==> config.mk <==
export PLATFORM = sky130hd
export DESIGN_NAME = s2p_rx
export DESIGN_NICKNAME = d
export VERILOG_FILES = /design/src/rtl/s2p_rx.sv
export SDC_FILE = /design/constraint.sdc
export NUM_CORES = 1
export LEC_CHECK = 0
export CORE_MARGIN = 2
export CORE_UTILIZATION = 50
export CTS_CLUSTER_DIAMETER = 50
export DETAILED_ROUTE_END_ITERATION = 16
export PLACE_DENSITY = 0.82
export SYNTH_ARGS = -nofsm -noshare
export SYNTH_HDL_FRONTEND = slang
export SYNTH_SLANG_ARGS = --single-unit
==> constraint.sdc <==
create_clock -name clk -period 4.5 [get_ports clk]
set_clock_uncertainty 0.1 [all_clocks]
set_input_delay 0.9 -clock clk [delete_from_list [all_inputs] [get_ports clk]]
set_output_delay 0.9 -clock clk [all_outputs]
set_load 0.02 [all_outputs]
==> src/rtl/s2p_rx.sv <==
// Serial-to-parallel receiver: assembles MSB-first WIDTH-bit words from a qualified
// bit stream, aborts partial words after GAP_MAX idle cycles, and queues results in a 2-deep FIFO.
module s2p_rx #(
  parameter int unsigned WIDTH   = 4,
  parameter int unsigned GAP_MAX = 2
) (
  input  logic             clk,
  input  logic             n_rst,
  input  logic             data,
  input  logic             vld,
  input  logic             clr,
  output logic [WIDTH-1:0] dout,
  output logic             dout_vld,
  input  logic             dout_rdy,
  output logic             abort,
  output logic             ovf
);

  localparam int unsigned CntW = (WIDTH > 2) ? $clog2(WIDTH) : 1;
  localparam int unsigned GapW = $clog2(GAP_MAX + 1);

  typedef enum logic {StIdle, StRecv} state_e;

  state_e           state_q;
  logic [CntW-1:0]  bit_cnt_q;
  logic [GapW-1:0]  gap_cnt_q;
  logic [WIDTH-1:0] shreg_q;
  logic [WIDTH-1:0] mem_q [2];
  logic             rd_ptr_q;
  logic             wr_ptr_q;
  logic [1:0]       count_q;

  logic [WIDTH-1:0] word;
  logic             push;
  logic             push_ok;
  logic             pop;

  always_comb begin
    word     = {shreg_q[WIDTH-2:0], data};
    push     = vld && (bit_cnt_q == CntW'(WIDTH - 1));
    dout_vld = (count_q != 2'd0);
    pop      = dout_vld && dout_rdy;
    // A full FIFO still accepts a push when the head leaves on the same edge.
    push_ok  = push && ((count_q != 2'd2) || pop);
    dout     = dout_vld ? mem_q[rd_ptr_q] : '0;
  end

  always_ff @(posedge clk or negedge n_rst) begin
    if (!n_rst) begin
      state_q   <= StIdle;
      bit_cnt_q <= '0;
      gap_cnt_q <= '0;
      shreg_q   <= '0;
      rd_ptr_q  <= 1'b0;
      wr_ptr_q  <= 1'b0;
      count_q   <= 2'd0;
      abort     <= 1'b0;
      ovf       <= 1'b0;
      for (int i = 0; i < 2; i++) mem_q[i] <= '0;
    end else if (clr) begin
      state_q   <= StIdle;
      bit_cnt_q <= '0;
      gap_cnt_q <= '0;
      shreg_q   <= '0;
      rd_ptr_q  <= 1'b0;
      wr_ptr_q  <= 1'b0;
      count_q   <= 2'd0;
      abort     <= 1'b0;
      ovf       <= 1'b0;
    end else begin
      abort <= 1'b0;
      if (vld) begin
        shreg_q   <= word;
        gap_cnt_q <= '0;
        if (push) begin
          bit_cnt_q <= '0;
          state_q   <= StIdle;
        end else begin
          bit_cnt_q <= bit_cnt_q + 1'b1;
          state_q   <= StRecv;
        end
      end else if (state_q == StRecv) begin
        if (gap_cnt_q == GapW'(GAP_MAX - 1)) begin
          bit_cnt_q <= '0;
          gap_cnt_q <= '0;
          shreg_q   <= '0;
          state_q   <= StIdle;
          abort     <= 1'b1;
        end else begin
          gap_cnt_q <= gap_cnt_q + 1'b1;
        end
      end

      if (push_ok) begin
        mem_q[wr_ptr_q] <= word;
        wr_ptr_q        <= ~wr_ptr_q;
      end
      if (push && !push_ok) ovf <= 1'b1;
      if (pop) rd_ptr_q <= ~rd_ptr_q;

      unique case ({push_ok, pop})
        2'b10:   count_q <= count_q + 2'd1;
        2'b01:   count_q <= count_q - 2'd1;
        default: count_q <= count_q;
      endcase
    end
  end

endmodule

=== After elaboration in Yosys (flattened, before gate mapping) ===
Cells that the tools add are included.

* Register bits after elaboration: 22
* Bits of input ports: 6
* Output and inout port bits: 7
* Word-level logic and storage cells: 81

* Add/subtract/negate cells: 4
* Magnitude comparators: 3
* Equality and inequality tests: 5
* Muxes and demuxes: 37
* Bitwise operators: 5
* Reduce and logical (&&, ||, !) cells: 16

{| class="wikitable"
|+ Operator list
! operator !! count
|-
| 2-bit two-way mux || 10
|-
| 4-bit two-way mux || 5
|-
| 1-bit two-way mux || 15
|-
| 3-bit two-way mux || 4
|-
| 3-bit nonzero test || 3
|-
| 8-bit bitwise mux || 1
|-
| 2-bit nonzero test || 4
|-
| 2-bit by 1-bit adder with 2-bit output, second input constant || 3
|-
| 1-bit logical AND || 5
|-
| 4-bit demux with 1-bit select || 1
|-
| 2-bit by 1-bit == test with 1-bit output, second input constant || 2
|-
| 2-bit == test, second input constant || 2
|-
| 2-bit greater-or-equal comparator, second input constant || 2
|-
| 1-bit NOT with 2-bit output || 2
|-
| 2-bit case mux with 2 select lines || 1
|-
| 2-bit AND reduction || 2
|-
| 1-bit NOT || 3
|-
| 2-bit by 1-bit less-than comparator with 1-bit output, second input constant || 1
|-
| 2-bit != test, second input constant || 1
|-
| 2-bit by 1-bit subtractor with 2-bit output, second input constant || 1
|-
| 1-bit zero test || 1
|-
| 1-bit logical OR || 1
|}

=== Depth between registers and ports, before layout ===
Gate-level depths: netlist of run 1.

* Depth in word-level cells: 8
* Depth in mapped cells: 5
* Depth with buffers taken out: 4

=== Least setup slack after synthesis of run 1 ===
Ideal clock, no wire load.

* Path type: input to register
* Start point: input port vld
* End point: register mem_q[4] (netlist bit)
* Setup time: 0.125 ns
* Arrival time: 1.865 ns
* Required time: 4.275 ns
* Setup slack: 2.410 ns
* Stages: 4
* Buffers on the path: 1
* Cell sequence: nand2_2 or4_4 buf_6 mux2_4

* Longest elaborated chain between the ends: 3

{| class="wikitable"
|+ RTL lines
! what !! line !! text
|-
| from (decl) || 10 || <nowiki>input logic vld,</nowiki>
|-
| 1-bit logical AND || 40 || <nowiki>push = vld && (bit_cnt_q == CntW'(WIDTH - 1));</nowiki>
|-
| 1-bit logical AND || 44 || <nowiki>push_ok = push && ((count_q != 2'd2) || pop);</nowiki>
|-
| 2-bit AND reduction (no line) || n/a ||
|-
| to (signal, indexed assignment) || 95 || <nowiki>mem_q[wr_ptr_q] <= word;</nowiki>
|-
| to (decl) || 28 || <nowiki>logic [WIDTH-1:0] mem_q [2];</nowiki>
|}

No other way between the ends.
A chain may end at the register's enable or synchronous reset.

=== Worst setup path in the final report of run 1 ===
* Start point: register count_q[0]
* End point: output port dout[1]

* Longest elaborated chain between the ends: 2

{| class="wikitable"
|+ RTL lines
! what !! line !! text
|-
| from (decl) || 31 || <nowiki>logic [1:0] count_q;</nowiki>
|-
| from (signal assigned) || 102 || <nowiki>2'b10: count_q <= count_q + 2'd1;</nowiki>
|-
| from (signal assigned) || 103 || <nowiki>2'b01: count_q <= count_q - 2'd1;</nowiki>
|-
| from (signal assigned) || 104 || <nowiki>default: count_q <= count_q;</nowiki>
|-
| 2-bit nonzero test || 41 || <nowiki>dout_vld = (count_q != 2'd0);</nowiki>
|-
| 4-bit two-way mux || 45 || <nowiki>dout = dout_vld ? mem_q[rd_ptr_q] : '0;</nowiki>
|-
| to (decl) || 12 || <nowiki>output logic [WIDTH-1:0] dout,</nowiki>
|}

No other way between the ends.

==> metrics.cfg, run 1 <==
[outcome]
status = finished clean

[place]
place_hpwl_um = 1320
gp_congestion = 0.726
place_ws_ps = 1660
portBuffers = 12
postPlaceCellArea_sq_mm = 0.00116

[setup_path]
cp-startpoint = count_q[0]$_DFFE_PN0P_
path_class = flop to output port
rr_startpoint = bit_cnt_q[0]$_DFFE_PN0P_
worstSetupPathDepth = 3
crit_path_max_fanout = 9
rrSetupSlack_ps = 2630
path_cells = nor2_1 -> nor2_1 -> clkdlybuf4s50_1
path_common_cell = nor2_1
crit_path_end_kind = output port
slowest_delay_ps = 550
required_ps = 3500
path_buf_inv = 1
crit_arrival_ps = 1810
crit_path_top_delay_cell = clkdlybuf4s50_1
critical-path-top-delay-family = buffers and inverters
crit_path_start_kind = flop
r2r_cells = 4

[logic_synthesis]
synthFlopType = dfrtp_1
synth.avg_cell_area_sq_um = 11.8
synth.area.mux_share_pct = 16.2
netlist_area_sq_mm = 0.00103
synthXorXnorAreaFrac_pct = 1.71
yosysMostFrequentCell = dfrtp_1
yosysWarnings = 0
synth-simple-area-share_pct = 14.4
synth-seq-cells = 22
synth-compound-area-share_pct = 9.76
async_flop_share_pct = 100
synth_top_family_by_area = multiplexers
synth_top_cell_by_area = dfrtp_1
synth_top_area_share_pct = 53.7
syn-instance-count = 87
synth.area.top_cells = dfrtp_1 (54%), mux2_4 (5.9%), mux2_2 (5.5%), mux2i_1 (4.9%), a22o_1 (3.4%)
synth_edf_count = 0
synth.distinct_cells = 30
yosys-top-cells-count = dfrtp_1 (22), nor2_1 (9), mux2_2 (5), mux2i_1 (5)
synth_fp_nets = 94
ys_seq_area_share_pct = 53.7
synth_adder_area_share_pct = 1.22

[timing]
setup_viol = 0
hold_viol_final = 0
fin_setup_tns_ps = 0
rsz0062_at_grt = false
holdWs_ps = 376
period_needed_ps = 2810
worstMarginPinSlew_ps = 940
fmax_mhz = 356
maxSlewViolCount = 0
slew_headroom_pct = 37.1
setup_slack_ps = 1690
finalCritPeriodShare_pct = 62.4

[clocking]
cts_tree = done
cts_resized = 0
cts_buffers = 3
cts_buffer_depth = 2
clock_latency_ps = 300
h-tree-depth = 1
cts_setup_buffers = 0
postCtsHoldBufs = 0
root_buffer = clkbuf_4
clkSinkCount = 22
clk_pin_slew_worst_paths_ps = 110

[pwr]
power_density_mw_per_mm2 = 289
p_leak_uw = 0.000540
ir_worst_vdd_mv = 0.188

[route]
finalWirelength_um = 1810
wire_per_inst_um = 14.3
vias = 694
ant_nets = 0
avgViaCountPerCell = 5.51
drt_iter0_drc = 14
drc = 0
firstDrtPassIters = 5

[finish]
antenna_cells = 0
design_area_sq_mm = 0.00119
syn_to_final_growth_pct = 16.2
drive_above_1_share_pct = 15.2
layout.nets = 107
utilization_pct = 61.4

[die]
initial_core_util_pct = 52.8
die_h_um = 49.3
core_area_sq_mm = 0.00194
ioPinCount = 13
dieArea_sq_mm = 0.00243
fp-row-count = 16
die_w_um = 49.3

[global_routing]
antenna_found_initial = 0
first_global_vias = 669
grt_max_degree = 23
grt_overflow_total = 0
grtUsageTotal_pct = 17.1
grt_pass1_wl_um = 3020

[min_path]
hold_class = flop to flop
whs_path_depth = 1
worstHoldStart = gap_cnt_q[1]$_DFFE_PN0P_

[flow_run]
max_cap_viol_count = 0

[per-layer routing]
| metal | share of wire [%] | up-vias | GRT usage [%] |
|---|---|---|---|
| met5 | 0 | - | 0 |
| met4 | 2.0 | 0 | 8.57 |
| met3 | 2.4 | 4 | 3.68 |
| met2 | 52 | 8 | 28.4 |
| met1 | 44 | 352 | 21.0 |
| li1 | - | 330 | - |
[metrics by stage]
step | total power, uW | instances
finish | 345 | 126
floorplan | 228 | 87
CTS | 348 | 126
global placement | 240 | 122
global route | 359 | 126
detailed placement | 243 | 122
[kinds of logic (layout without fill, tap and decap cells)]
family          Yosys count  count (layout)
fa+ha+maj                 1               1
flops                    22              22
mux                      14              14
buf+inv                   6              18
compound gates           14              14
simple gates             28              28
xor+xnor                  2               2
[area by class of cell]
class | instances | area (sq um)
multi-input cells | 59 | 444
clock buffers | 4 | 36.3
well taps | 27 | 33.8
flip-flops and latches | 22 | 551
inverters | 2 | 7.51
fillers | 152 | 749
repair buffers | 12 | 120
[layout by cell type, fill, tap and decap left out, drive strengths merged]
master and count:
nand2 5, nand3b 1, nor2 9, a211oi 2, o21a 1, and3 1
mux2 9, nor3b 1, clkbuf 4, a22o 4, or2b 1, nand2b 2
xor2 1, dfrtp 22, or4 1, nor4 1, a41oi 1, nor3 3
a2111oi 1, a21oi 2, inv 2, xnor2 1, mux2i 5, nor2b 3
o21ai 3, ha 1, clkdlybuf4s50 12
[path summary, 6_finish.rpt]
kind                                             to
max                                         dout[1]
min                                 abort$_DFF_PN0_
max reg2reg                    mem_q[6]$_DFFE_PN0P_
min reg2reg                         abort$_DFF_PN0_
max in group asynchronous    count_q[1]$_DFFE_PN0P_
min in group asynchronous  bit_cnt_q[0]$_DFFE_PN0P_
[registers in the layout (all words and copies together), names as in the netlist]
signal / cells
abort: 1
bit_cnt_q: 2
count_q: 2
gap_cnt_q: 2
mem_q: 8
ovf: 1
rd_ptr_q: 1
shreg_q: 3
state_q: 1
wr_ptr_q: 1
[power by group]
group / internal, uW / switching [uW] / leakage, uW
Sequential: 204 / 5.36 / 0.000302
Combinational: 14.5 / 14.6 / 0.000217
Clock: 49.4 / 57.0 / 0.0000210
Note: power is estimated with default switching activity, not from simulation.
==> run 2: changes to the inputs <==
CORE_UTILIZATION = 47   (was 50)
PLACE_DENSITY = 0.81   (was 0.82)
clock period = 2.3 ns   (was 4.5 ns; I/O delays follow)
==> metrics.cfg, run 2 (synthesis results as in run 1) <==
[place]
place_inst = 128  ; was 122
postPlaceCellArea_sq_mm = 0.00120  ; was 0.00116 sq mm
place_hpwl_um = 1420  ; was 1320 um
gp_congestion = 0.806  ; was 0.726
portBuffers = 12  ; unchanged

[finish]
final_common_cell = dfrtp_1  ; unchanged
final_cells = 132  ; was 126
most-common-layout-cells = dfrtp_1 (20), clkdlybuf4s50_1 (12), nor2_1 (8), buf_4 (6)  ; was dfrtp_1 (22), clkdlybuf4s50_1 (12), nor2_1 (9), mux2i_1 (5), mux2_2 (5)
top_register = mem_q  ; unchanged
largest_reg_flops = 8  ; unchanged
top_regs = mem_q x8, shreg_q x3  ; unchanged
layout.nets = 113  ; was 107
antenna_cells = 0  ; unchanged
design_area_sq_mm = 0.00126  ; was 0.00119 sq mm
drive_above_1_share_pct = 22.9  ; was 15.2%
syn_to_final_growth_pct = 23.2  ; was 16.2%

[clocking]
cts_setup_buffers = 0  ; unchanged
cts_buffers = 3  ; unchanged
h-tree-depth = 1  ; unchanged
postCtsHoldBufs = 0  ; unchanged
cts_tree = done  ; unchanged
clk_pin_slew_worst_paths_ps = 120  ; was 110 ps
cts_resized = 1  ; was 0
clkSinkCount = 22  ; unchanged
cts_buffer_depth = 2  ; unchanged
clock_latency_ps = 300  ; about the same
root_buffer = clkbuf_4  ; unchanged

[flow_run]
max_cap_viol_count = 0  ; unchanged

[global_routing]
grt_overflow_total = 0  ; unchanged
first_global_vias = 748  ; was 669
grt_max_degree = 23  ; unchanged
antenna_found_initial = 0  ; unchanged
grt_pass1_wl_um = 3390  ; was 3020 um
grtUsageTotal_pct = 17.7  ; was 17.1%

[timing]
finalCritPeriodShare_pct = 95.1
fin_setup_tns_ps = 0  ; unchanged
period_needed_ps = 2190
slew_headroom_pct = 76.4  ; was 37.1%
maxSlewViolCount = 0  ; unchanged
worstMarginPinSlew_ps = 345  ; was 940 ps
rsz0062_at_grt = false  ; unchanged
setup_viol = 0  ; unchanged
fmax_mhz = 457
hold_viol_final = 0  ; unchanged

[route]
ant_nets = 0  ; unchanged
firstDrtPassIters = 4  ; was 5
finalWirelength_um = 1870  ; was 1810 um
drc = 0  ; unchanged
drt_iter0_drc = 9  ; was 14
avgViaCountPerCell = 5.45  ; was 5.51
wire_per_inst_um = 14.1  ; was 14.3 um
vias = 719  ; was 694

[die]
die_h_um = 50.7  ; was 49.3 um
dieArea_sq_mm = 0.00257  ; was 0.00243 sq mm
core_area_sq_mm = 0.00200  ; was 0.00194 sq mm
ioPinCount = 13  ; unchanged
initial_core_util_pct = 51.2  ; was 52.8%
fp-row-count = 16  ; unchanged
die_w_um = 50.7  ; was 49.3 um

[setup_path]
rr_startpoint = bit_cnt_q[0]$_DFFE_PN0P_  ; unchanged
rrSetupSlack_ps = 410  ; was 2630 ps
required_ps = 1740  ; was 3500 ps
rr_endpoint = mem_q[5]$_DFFE_PN0P_  ; was mem_q[6]$_DFFE_PN0P_
path_class = flop to output port  ; unchanged
crit_path_start_kind = flop  ; unchanged
crit_arrival_ps = 1630  ; was 1810 ps
crit_path_max_fanout = 5  ; was 9
crit_path_end_kind = output port  ; unchanged
r2r_cells = 4  ; unchanged

[min_path]
whs_path_depth = 1  ; unchanged
worstHoldStart = gap_cnt_q[1]$_DFFE_PN0P_  ; unchanged
hold_class = flop to flop  ; unchanged
min_to = abort$_DFF_PN0_  ; unchanged

[outcome]
status = finished clean  ; unchanged

[pwr]
ir_worst_vdd_mv = 0.486  ; was 0.188 mV
p_leak_uw = 0.000576  ; was 0.000540 uW
power_density_mw_per_mm2 = 598  ; was 289 mW/mm^2

run 2: cell count changes in the layout (fill, tap and decap cells not counted):
cell | before | now
bufinv_16 | 0 | 1
nor2_1 | 9 | 8
buf_4 | 0 | 6
dfrtp_1 | 22 | 20
nor2_4 | 0 | 1
clkbuf_8 | 1 | 0
dfrtp_2 | 0 | 2
run 2: through the flow:
step                hold slack [ps]  utilization (%)  setup slack [ps]  power [uW]
finish                          384             63.1               112         756
global route                    384             63.1              18.1         792
CTS                             386             62.7              21.5         766
detailed placement              367             60.0               131         480
global placement                356             60.0               166         477
floorplan                      64.4                -               530         446
run 2: worst max-delay path by stage:
stage | start | end | slack, ps | cells past startpoint
2_1_floorplan | bit_cnt_q[0]$_DFFE_PN0P_ | mem_q[4]$_DFFE_PN0P_ | 530 | 5
4_1_cts | count_q[0]$_DFFE_PN0P_ | dout[2] | 20 | 3
6_report | rd_ptr_q$_DFFE_PN0P_ | dout[2] | 110 | 3
5_1_grt | rd_ptr_q$_DFFE_PN0P_ | dout[1] | 20 | 3
3_3_place_gp | vld | mem_q[5]$_DFFE_PN0P_ | 170 | 4
3_5_place_dp | vld | mem_q[6]$_DFFE_PN0P_ | 130 | 4
run 2: report_power, final:
group	leakage (uW)	internal [uW]	switching, uW	total, uW
sequential	0.000299	400	10.5	410
clock	0.0000279	176	107	283
combinational	0.000250	34.0	29.0	63.0
total	0.000576	610	146	756
run 2: cell type report:
type / count / area [sq um]
clock buffer: 3 / 22.5
fill: 157 / 738
tap: 27 / 33.8
timing repair buffer: 18 / 165
clock inverter: 1 / 30.0
inverter: 2 / 7.51
multi-input combinational: 59 / 452
sequential: 22 / 553
run 2: metal layers:
metal  track usage, %  up-vias  wire length [um]
met5                0        -                 0
met1             20.4      361               806
li1                 -      344                 -
met4             5.86        0                12
met3             3.87        2                46
met2             32.2       12               999
run 2: critical path: stages, from the launching register on:
cell	delay, ps
dfrtp_2	480
mux2i_1	140
nor2_1	100
clkdlybuf4s50_1	610
